File: config.mk
export PLATFORM = sky130hd
export DESIGN_NAME = fp16_add_arbiter_flat
export DESIGN_NICKNAME = d
export VERILOG_FILES = /design/src/rtl/fp16_add_arbiter_if.sv /design/src/rtl/fp16_add_arbiter.sv /design/src/flat_wrapper.sv
export SDC_FILE = /design/constraint.sdc
export NUM_CORES = 1
export LEC_CHECK = 0
export ABC_AREA = 1
export CAP_MARGIN = 30
export CORE_UTILIZATION = 57
export CTS_BUF_LIST = sky130_fd_sc_hd__clkbuf_2
export CTS_CLUSTER_DIAMETER = 50
export DETAILED_ROUTE_END_ITERATION = 10
export DONT_BUFFER_PORTS = 1
export GPL_ROUTABILITY_DRIVEN = 0
export GPL_TIMING_DRIVEN = 0
export PLACE_DENSITY_LB_ADDON = 0.25
export SETUP_SLACK_MARGIN = 0.05
export SYNTH_ARGS = -nofsm -noshare
export SYNTH_HDL_FRONTEND = slang
export SYNTH_SLANG_ARGS = --single-unit
File: constraint.sdc
create_clock -name clk -period 8.45 [get_ports clk]
set_clock_uncertainty 0.2 [all_clocks]
set_input_delay 1.2675 -clock clk [delete_from_list [all_inputs] [get_ports clk]]
set_output_delay 1.2675 -clock clk [all_outputs]
set_load 0.03 [all_outputs]
File: src/rtl/fp16_add_arbiter_if.sv
// Requester/adder bundle for the shared FP16 adder arbiter.
// The arbiter uses the slave view; the requesters plus adder side use master.
interface fp16_add_arbiter_if #(
    parameter int NUM_REQ     = 4,
    parameter int ADD_LATENCY = 3
);
    logic                               hold;
    logic [NUM_REQ-1:0]                 req_valid;
    logic [16*NUM_REQ-1:0]              req_a;
    logic [16*NUM_REQ-1:0]              req_b;
    logic [NUM_REQ-1:0]                 req_ready;
    logic [15:0]                        add_fp1_out;
    logic [15:0]                        add_fp2_out;
    logic                               add_valid_out;
    logic [15:0]                        add_result_in;
    logic [NUM_REQ-1:0]                 rsp_valid;
    logic [15:0]                        rsp_data;
    logic [$clog2(ADD_LATENCY+3)-1:0]   inflight;
    logic                               busy;

    modport slave (
        input  hold, req_valid, req_a, req_b, add_result_in,
        output req_ready, add_fp1_out, add_fp2_out, add_valid_out,
        output rsp_valid, rsp_data, inflight, busy
    );

    modport master (
        output hold, req_valid, req_a, req_b, add_result_in,
        input  req_ready, add_fp1_out, add_fp2_out, add_valid_out,
        input  rsp_valid, rsp_data, inflight, busy
    );
endinterface

File: src/rtl/fp16_add_arbiter.sv
// Round-robin sharing of one feed-forward FP16 adder among NUM_REQ requesters.
// A {valid,id} tag pipeline tracks each op so its result returns to its originator.
module fp16_add_arbiter #(
    parameter int NUM_REQ     = 4,
    parameter int ADD_LATENCY = 3
) (
    input logic               clk,
    input logic               nRST,
    fp16_add_arbiter_if.slave bus
);
    localparam int IW = $clog2(NUM_REQ);
    localparam int CW = $clog2(ADD_LATENCY + 3);

    logic [IW-1:0]                  ptr_q, ptr_d;
    logic [IW:0]                    cand;
    logic [NUM_REQ-1:0]             gnt;
    logic [IW-1:0]                  gnt_id;
    logic                           gnt_vld;
    logic [15:0]                    sel_a, sel_b;
    logic [15:0]                    fp1_q, fp2_q;
    logic                           issue_q;
    logic [IW-1:0]                  iss_id_q;
    logic [ADD_LATENCY-1:0]         vld_pipe_q;
    logic [ADD_LATENCY-1:0][IW-1:0] id_pipe_q;
    logic [NUM_REQ-1:0]             rsp_valid_q, rsp_valid_d;
    logic [15:0]                    rsp_data_q;
    logic [CW-1:0]                  inflight_q, inflight_d;
    logic                           busy_q;

    // Scan lanes starting at ptr; the outer offset loop gives priority order.
    always_comb begin
        gnt     = '0;
        gnt_id  = '0;
        gnt_vld = 1'b0;
        sel_a   = '0;
        sel_b   = '0;
        cand    = '0;
        for (int j = 0; j < NUM_REQ; j++) begin
            cand = {1'b0, ptr_q} + (IW+1)'(j);
            if (cand >= (IW+1)'(NUM_REQ)) cand = cand - (IW+1)'(NUM_REQ);
            for (int k = 0; k < NUM_REQ; k++) begin
                if (!gnt_vld && !bus.hold && bus.req_valid[k] && cand == (IW+1)'(k)) begin
                    gnt_vld = 1'b1;
                    gnt[k]  = 1'b1;
                    gnt_id  = IW'(k);
                    sel_a   = bus.req_a[k*16 +: 16];
                    sel_b   = bus.req_b[k*16 +: 16];
                end
            end
        end
    end

    always_comb begin
        ptr_d = ptr_q;
        if (gnt_vld) ptr_d = (gnt_id == IW'(NUM_REQ-1)) ? '0 : gnt_id + 1'b1;
        rsp_valid_d = '0;
        for (int k = 0; k < NUM_REQ; k++)
            rsp_valid_d[k] = vld_pipe_q[ADD_LATENCY-1] && (id_pipe_q[ADD_LATENCY-1] == IW'(k));
        // Accept and retire in the same cycle cancel out.
        inflight_d = inflight_q + CW'(gnt_vld) - CW'(|rsp_valid_q);
    end

    always_ff @(posedge clk or negedge nRST) begin
        if (!nRST) begin
            ptr_q       <= '0;
            fp1_q       <= '0;
            fp2_q       <= '0;
            issue_q     <= 1'b0;
            iss_id_q    <= '0;
            vld_pipe_q  <= '0;
            id_pipe_q   <= '0;
            rsp_valid_q <= '0;
            rsp_data_q  <= '0;
            inflight_q  <= '0;
            busy_q      <= 1'b0;
        end else begin
            ptr_q    <= ptr_d;
            issue_q  <= gnt_vld;
            iss_id_q <= gnt_id;
            if (gnt_vld) begin
                fp1_q <= sel_a;
                fp2_q <= sel_b;
            end
            // Tag pipe never stalls; its last stage lines up with add_result_in.
            vld_pipe_q[0] <= issue_q;
            id_pipe_q[0]  <= iss_id_q;
            for (int s = 1; s < ADD_LATENCY; s++) begin
                vld_pipe_q[s] <= vld_pipe_q[s-1];
                id_pipe_q[s]  <= id_pipe_q[s-1];
            end
            rsp_valid_q <= rsp_valid_d;
            if (vld_pipe_q[ADD_LATENCY-1]) rsp_data_q <= bus.add_result_in;
            inflight_q <= inflight_d;
            busy_q     <= (inflight_d != '0);
        end
    end

    assign bus.req_ready     = gnt;
    assign bus.add_fp1_out   = fp1_q;
    assign bus.add_fp2_out   = fp2_q;
    assign bus.add_valid_out = issue_q;
    assign bus.rsp_valid     = rsp_valid_q;
    assign bus.rsp_data      = rsp_data_q;
    assign bus.inflight      = inflight_q;
    assign bus.busy          = busy_q;
endmodule
File: src/flat_wrapper.sv
// flat-port wrapper written by rule: the top's interface ports become plain ports
module fp16_add_arbiter_flat 
#(
    parameter int NUM_REQ     = 4,
    parameter int ADD_LATENCY = 3
)
  (clk, nRST, bus_hold, bus_req_valid, bus_req_a, bus_req_b, bus_add_result_in, bus_req_ready, bus_add_fp1_out, bus_add_fp2_out, bus_add_valid_out, bus_rsp_valid, bus_rsp_data, bus_inflight, bus_busy);
  fp16_add_arbiter_if #(.NUM_REQ(NUM_REQ), .ADD_LATENCY(ADD_LATENCY)) bus_i ();
  input logic clk;
  input logic nRST;
  input wire logic [$bits(bus_i.hold)-1:0] bus_hold;
  input wire logic [$bits(bus_i.req_valid)-1:0] bus_req_valid;
  input wire logic [$bits(bus_i.req_a)-1:0] bus_req_a;
  input wire logic [$bits(bus_i.req_b)-1:0] bus_req_b;
  input wire logic [$bits(bus_i.add_result_in)-1:0] bus_add_result_in;
  output wire logic [$bits(bus_i.req_ready)-1:0] bus_req_ready;
  output wire logic [$bits(bus_i.add_fp1_out)-1:0] bus_add_fp1_out;
  output wire logic [$bits(bus_i.add_fp2_out)-1:0] bus_add_fp2_out;
  output wire logic [$bits(bus_i.add_valid_out)-1:0] bus_add_valid_out;
  output wire logic [$bits(bus_i.rsp_valid)-1:0] bus_rsp_valid;
  output wire logic [$bits(bus_i.rsp_data)-1:0] bus_rsp_data;
  output wire logic [$bits(bus_i.inflight)-1:0] bus_inflight;
  output wire logic [$bits(bus_i.busy)-1:0] bus_busy;
  assign bus_i.hold = bus_hold;
  assign bus_i.req_valid = bus_req_valid;
  assign bus_i.req_a = bus_req_a;
  assign bus_i.req_b = bus_req_b;
  assign bus_i.add_result_in = bus_add_result_in;
  assign bus_req_ready = bus_i.req_ready;
  assign bus_add_fp1_out = bus_i.add_fp1_out;
  assign bus_add_fp2_out = bus_i.add_fp2_out;
  assign bus_add_valid_out = bus_i.add_valid_out;
  assign bus_rsp_valid = bus_i.rsp_valid;
  assign bus_rsp_data = bus_i.rsp_data;
  assign bus_inflight = bus_i.inflight;
  assign bus_busy = bus_i.busy;
  fp16_add_arbiter #(.NUM_REQ(NUM_REQ), .ADD_LATENCY(ADD_LATENCY)) u_core (.clk(clk), .nRST(nRST), .bus(bus_i));
endmodule
Yosys cells after proc, flatten, opt, wreduce, memory -nomap -nowiden
Index checks and enable logic that the tools add are counted.
Widths: inputs -> output; s select.
- flip-flop bits (word level): 70
- input port bits: 151
- output and inout port bits: 61
- logic and storage cells: 200
- add/subtract/negate cells: 10
- order comparisons: 4
- eq/ne operators: 16
- multiplexer cells: 83
- reductions and logical operators: 74
- operators by type and width (operator ; count):
    $mux 16 ; 32
    $logic_and 1x1->1 ; 51
    $mux 1 ; 32
    $mux 2 ; 15
    $eq 3x2->1 const B ; 8
    $logic_not 1->1 ; 16
    $eq 3x1->1 const B ; 4
    $logic_not 3->1 ; 4
    $mux 3 ; 4
    $ge 3x3->1 const B ; 3
    $sub 3x3->3 const B ; 3
    $add 2x2->3 const B ; 2
    $eq 2x2->1 const B ; 3
    $reduce_or 4->1 ; 1
    $add 2x1->3 const B ; 1
    $add 3x1->3 ; 1
    $ge 2x3->1 const B ; 1
    $reduce_bool 3->1 ; 1
    $sub 2x3->3 const B ; 1
    $sub 3x1->3 ; 1
    $add 2x1->2 const B ; 1
    $eq 2x1->1 const B ; 1
    $logic_not 2->1 ; 1

Longest topological paths before layout
- depth after elaboration: 83
- gate-level depth with buffers: 19
- gate-level depth less buffers: 18

Least setup slack after synthesis
No wires, ideal clock.
- path type: input -> output
- start point: input bus_hold
- end point: output bus_req_ready[3]
- arrival time: 2.912 ns
- required time: 6.983 ns
- slack: 4.071 ns
- stages: 13
- path buffers: 1
- cells stage by stage: inv_2 nand2_1 nor2_2 nor2_4 nand4_4 nor2_4 nand4_2 nor2_4 nand4_4 nor2_4 buf_2 nand2_1 nand4_1
- cells in the longest elaborated chain, start to end: 79
- elaborated cells between the ends (all ways): 82
- those cells by class: mux: 19; reduce/logical: 63
- ends and longest elaborated chain (what ; line ; source):
    start: declaration ; flat_wrapper.sv:11 ; input wire logic [$bits(bus_i.hold)-1:0] bus_hold;
    $logic_not 1->1 (*) ; fp16_add_arbiter.sv:42 ; if (!gnt_vld && !bus.hold && bus.req_valid[k] && cand == (IW+1)'(k)) begin
    $logic_and 1x1->1 (2 in a row) ; fp16_add_arbiter.sv:42 ;
    $mux 1 ; fp16_add_arbiter.sv:42 ;
    $logic_not 1->1 ; fp16_add_arbiter.sv:42 ;
    $logic_and 1x1->1 (3 in a row) ; fp16_add_arbiter.sv:42 ;
    $mux 1 ; fp16_add_arbiter.sv:42 ;
    $logic_not 1->1 ; fp16_add_arbiter.sv:42 ;
    $logic_and 1x1->1 (3 in a row) ; fp16_add_arbiter.sv:42 ;
    (+52 left out) ; n/a ;
    $logic_and 1x1->1 (3 in a row) ; fp16_add_arbiter.sv:42 ;
    $mux 1 ; fp16_add_arbiter.sv:42 ;
    $logic_not 1->1 ; fp16_add_arbiter.sv:42 ;
    $logic_and 1x1->1 (3 in a row) ; fp16_add_arbiter.sv:42 ;
    $mux 1 ; fp16_add_arbiter.sv:42 ;
    $logic_not 1->1 ; fp16_add_arbiter.sv:42 ;
    $logic_and 1x1->1 (3 in a row) ; fp16_add_arbiter.sv:42 ;
    $mux 1 (*) ; fp16_add_arbiter.sv:42 ;
    end: declaration ; flat_wrapper.sv:16 ; output wire logic [$bits(bus_i.req_ready)-1:0] bus_req_ready;
Mark *: on every way between the ends. The rest lies on a longest branch, timed or not.

Worst setup path after layout
Same ends and word-level chain as after synthesis.

==> run metrics <==
row count 40; reg2reg path depth 14; crit path buf inv count 3; period utilization 57.7%; number of max-cap violations 0; internal power 944 uW; DR iter-0 viols 1198; GRT Overall Usage 38.5%; final WL 25100 um; cell breakdown of the critical path inv_2, nand2_1, nor2_1, clkinv_1, nand4_4, nor2_4, buf_2, nand2_1, nand4_1; most frequent cells in the layout nand2_1, nor2_1, nand3_1; routed length per placed instance 17.3 um; Root Buffer clkbuf_2; Post-Syn Area 7060 um^2; CTS HTree Levels 3; DRT antenna net count 0; DR pass1 iterations 6; combinational share of power 53.3%; type of origin of the critical path input port; Setup Viol. Count Final 0; worst vdd ir 0.120 mV; Psw 1350 uW; sequential share of power 37.8%; final hold viol count 0; pre-CTS WS 3670 ps; die area 12800 um^2; kind of critical path input port to output port; fmax 205 MHz; Hold Path Class input port to async pin; relative slew slack 27.2%; fin nets 1434; Die Wd 113 um; Clk pwr share 9.0%; Post-CTS Resized 0; n_diodes 0; Skew-Pair Late Insertion Delay 610 ps; final setup TNS 0 ps; Die Ht 113 um; Setup Buffers After CTS 0; hold buffer count at cts 0; clk buf depth 2; number of synthesized register bits 70; Worst-path clk slew 300 ps; Syn Nets 1422; worst r2r src u_core.ptr_q[1]$_DFFE_PN0N_; post-DR vias/cell 5.99; Worst R2R Setup Slack 4670 ps; core footprint 12100 um^2; wire length of the first global-routing pass 39000 um; Synth-to-Final Area Change 4.70%; cell mode on critical path nand2_1; crit end category output port; I/O Buffers 0; initial antenna violation count 0; reg2reg end u_core.bus.busy$_DFF_PN0_; CTS tree done; grt ovf 0; switch share 58.8%; FFs w/ async S/R, synth 100%; drc violations 0; Hold WS 80.8 ps; Worst Path Max Fanout 10; RSZ-0062 raised after global routing no; HPWL after DPL 17400 um; Synth warnings 0; slowest stage delay, CP 480 ps; Max Slew Vio Count 0; cell count after synthesis 1268; Ports 212; Static Leak 0.00383 uW; worst slew pin tran 1080 ps; pwr/cell area 310 nW/um^2; Worst Path Arrival 3410 ps; vias in the first global route 7652; Seq/Total Area, Yosys 24.8%; Slowest cell on crit path nor2_1; critical path's top delay family simple AND/OR/NAND/NOR gates; Primary FF master, synth dfrtp_1; Final Core Density 61.3%; syn_area_per_cell 5.57 um^2; starting density of the core 58.5%; CTS sink cnt 70; share of layout cells above drive strength 1 5.68%; Worst Slack Setup Final 3580 ps; Post-synth EDFFs 0; largest net degree at the start of global routing 71; most common cell after layout, fill and taps aside nand2_1; WP data required 6980 ps; Netlist cell types 31; status complete, no violations; total CTS buffers 9; minimum clock period after layout 4870 ps; DR vias 8707
[power by group through the flow]
stage	clock [uW]	combinational [uW]	sequential, uW
final	205	1220	865
after detailed placement	0	1190	876
after global placement	0	1170	871
after global routing	222	1350	888
after floorplan	0	909	843
after CTS	209	1190	867
[flip-flops by register name, summed over array words and instances, names as in the netlist, 3 cells and up]
signal	cells
u_core.bus.rsp_valid	4
u_core.bus.inflight	3
u_core.id_pipe_q	6
u_core.bus.add_fp1_out	16
u_core.vld_pipe_q	3
u_core.bus.rsp_data	16
u_core.bus.add_fp2_out	16
[worst reg2reg max path, cell delays in order, from the launching register on]
cell and delay [ps]:
dfrtp_1 510, inv_1 90, nand2_1 80, nor2_1 480
clkinv_1 470, nand4_4 250, nor2_4 70, buf_2 200
nand2_1 120, ha_1 160, inv_1 50, fa_1 370
xnor2_1 140, xnor2_1 150, or3_1 330
[per-layer routing]
| layer | vias to the layer above | part of all wire, % | GRT usage [%] |
|---|---|---|---|
| met1 | 3792 | 37 | 48.7 |
| met2 | 673 | 44 | 59.9 |
| met5 | - | 0 | 0 |
| met3 | 102 | 15 | 12.8 |
| met4 | 0 | 3.8 | 16.7 |
| li1 | 4140 | - | - |
[cell usage after synthesis, types with 3 or more instances]
cell type / n / share of area (%)
nor3_1: 7 / 0.50
nor2_1: 277 / 15
clkbuf_1: 39 / 2.1
buf_2: 35 / 2.5
nand4_1: 100 / 8.9
dfrtp_1: 70 / 25
a21oi_1: 33 / 2.3
inv_1: 118 / 6.3
nor2_2: 3 / 0.27
nor2_4: 4 / 0.64
clkinv_1: 3 / 0.16
buf_1: 3 / 0.16
inv_2: 3 / 0.16
nand3_1: 225 / 16
nand2_1: 326 / 17
[cell type report]
class | instances | area, um^2
Buffer | 81 | 370
Clock buffer | 9 | 45.0
Clock inverter | 7 | 71.3
Fill cell | 1262 | 4670
Inverter | 124 | 465
Multi-Input combinational cell | 993 | 4470
Sequential cell | 70 | 1750
Tap cell | 168 | 210
Timing Repair Buffer | 1 | 5.00
[cell families after synthesis]
logic type,share of synthesized area (%)
adders and majority gates,0.638
and+or+nand+nor,59.9
DFF,24.8
xor gates and xnor gates,0.248
buffers and inverters,11.8
AOI/OAI and AO/OA,2.52
[how the worst max path moves through the flow]
stage,start,end,slack (ps),depth (start not counted)
3_5_place_dp,bus_req_valid[0],bus_req_ready[3],3670,12
4_1_cts,bus_req_valid[0],bus_req_ready[3],3670,12
6_report,bus_hold,bus_req_ready[3],3580,9
5_1_grt,bus_hold,bus_req_ready[3],3440,13
3_3_place_gp,bus_req_valid[0],bus_req_ready[0],3570,10
2_1_floorplan,bus_hold,bus_req_ready[3],4070,13
[per-stage QoR]
| step | std cells | power [uW] | instance area, um^2 |
|---|---|---|---|
| CTS | 1453 | 2270 | 7390 |
| floorplan | 1268 | 1750 | 7060 |
| global route | 1453 | 2460 | 7390 |
| global placement | 1436 | 2040 | 7270 |
| detailed placement | 1437 | 2070 | 7270 |
| finish | 1453 | 2290 | 7390 |
(Power assumes the default switching activity.)
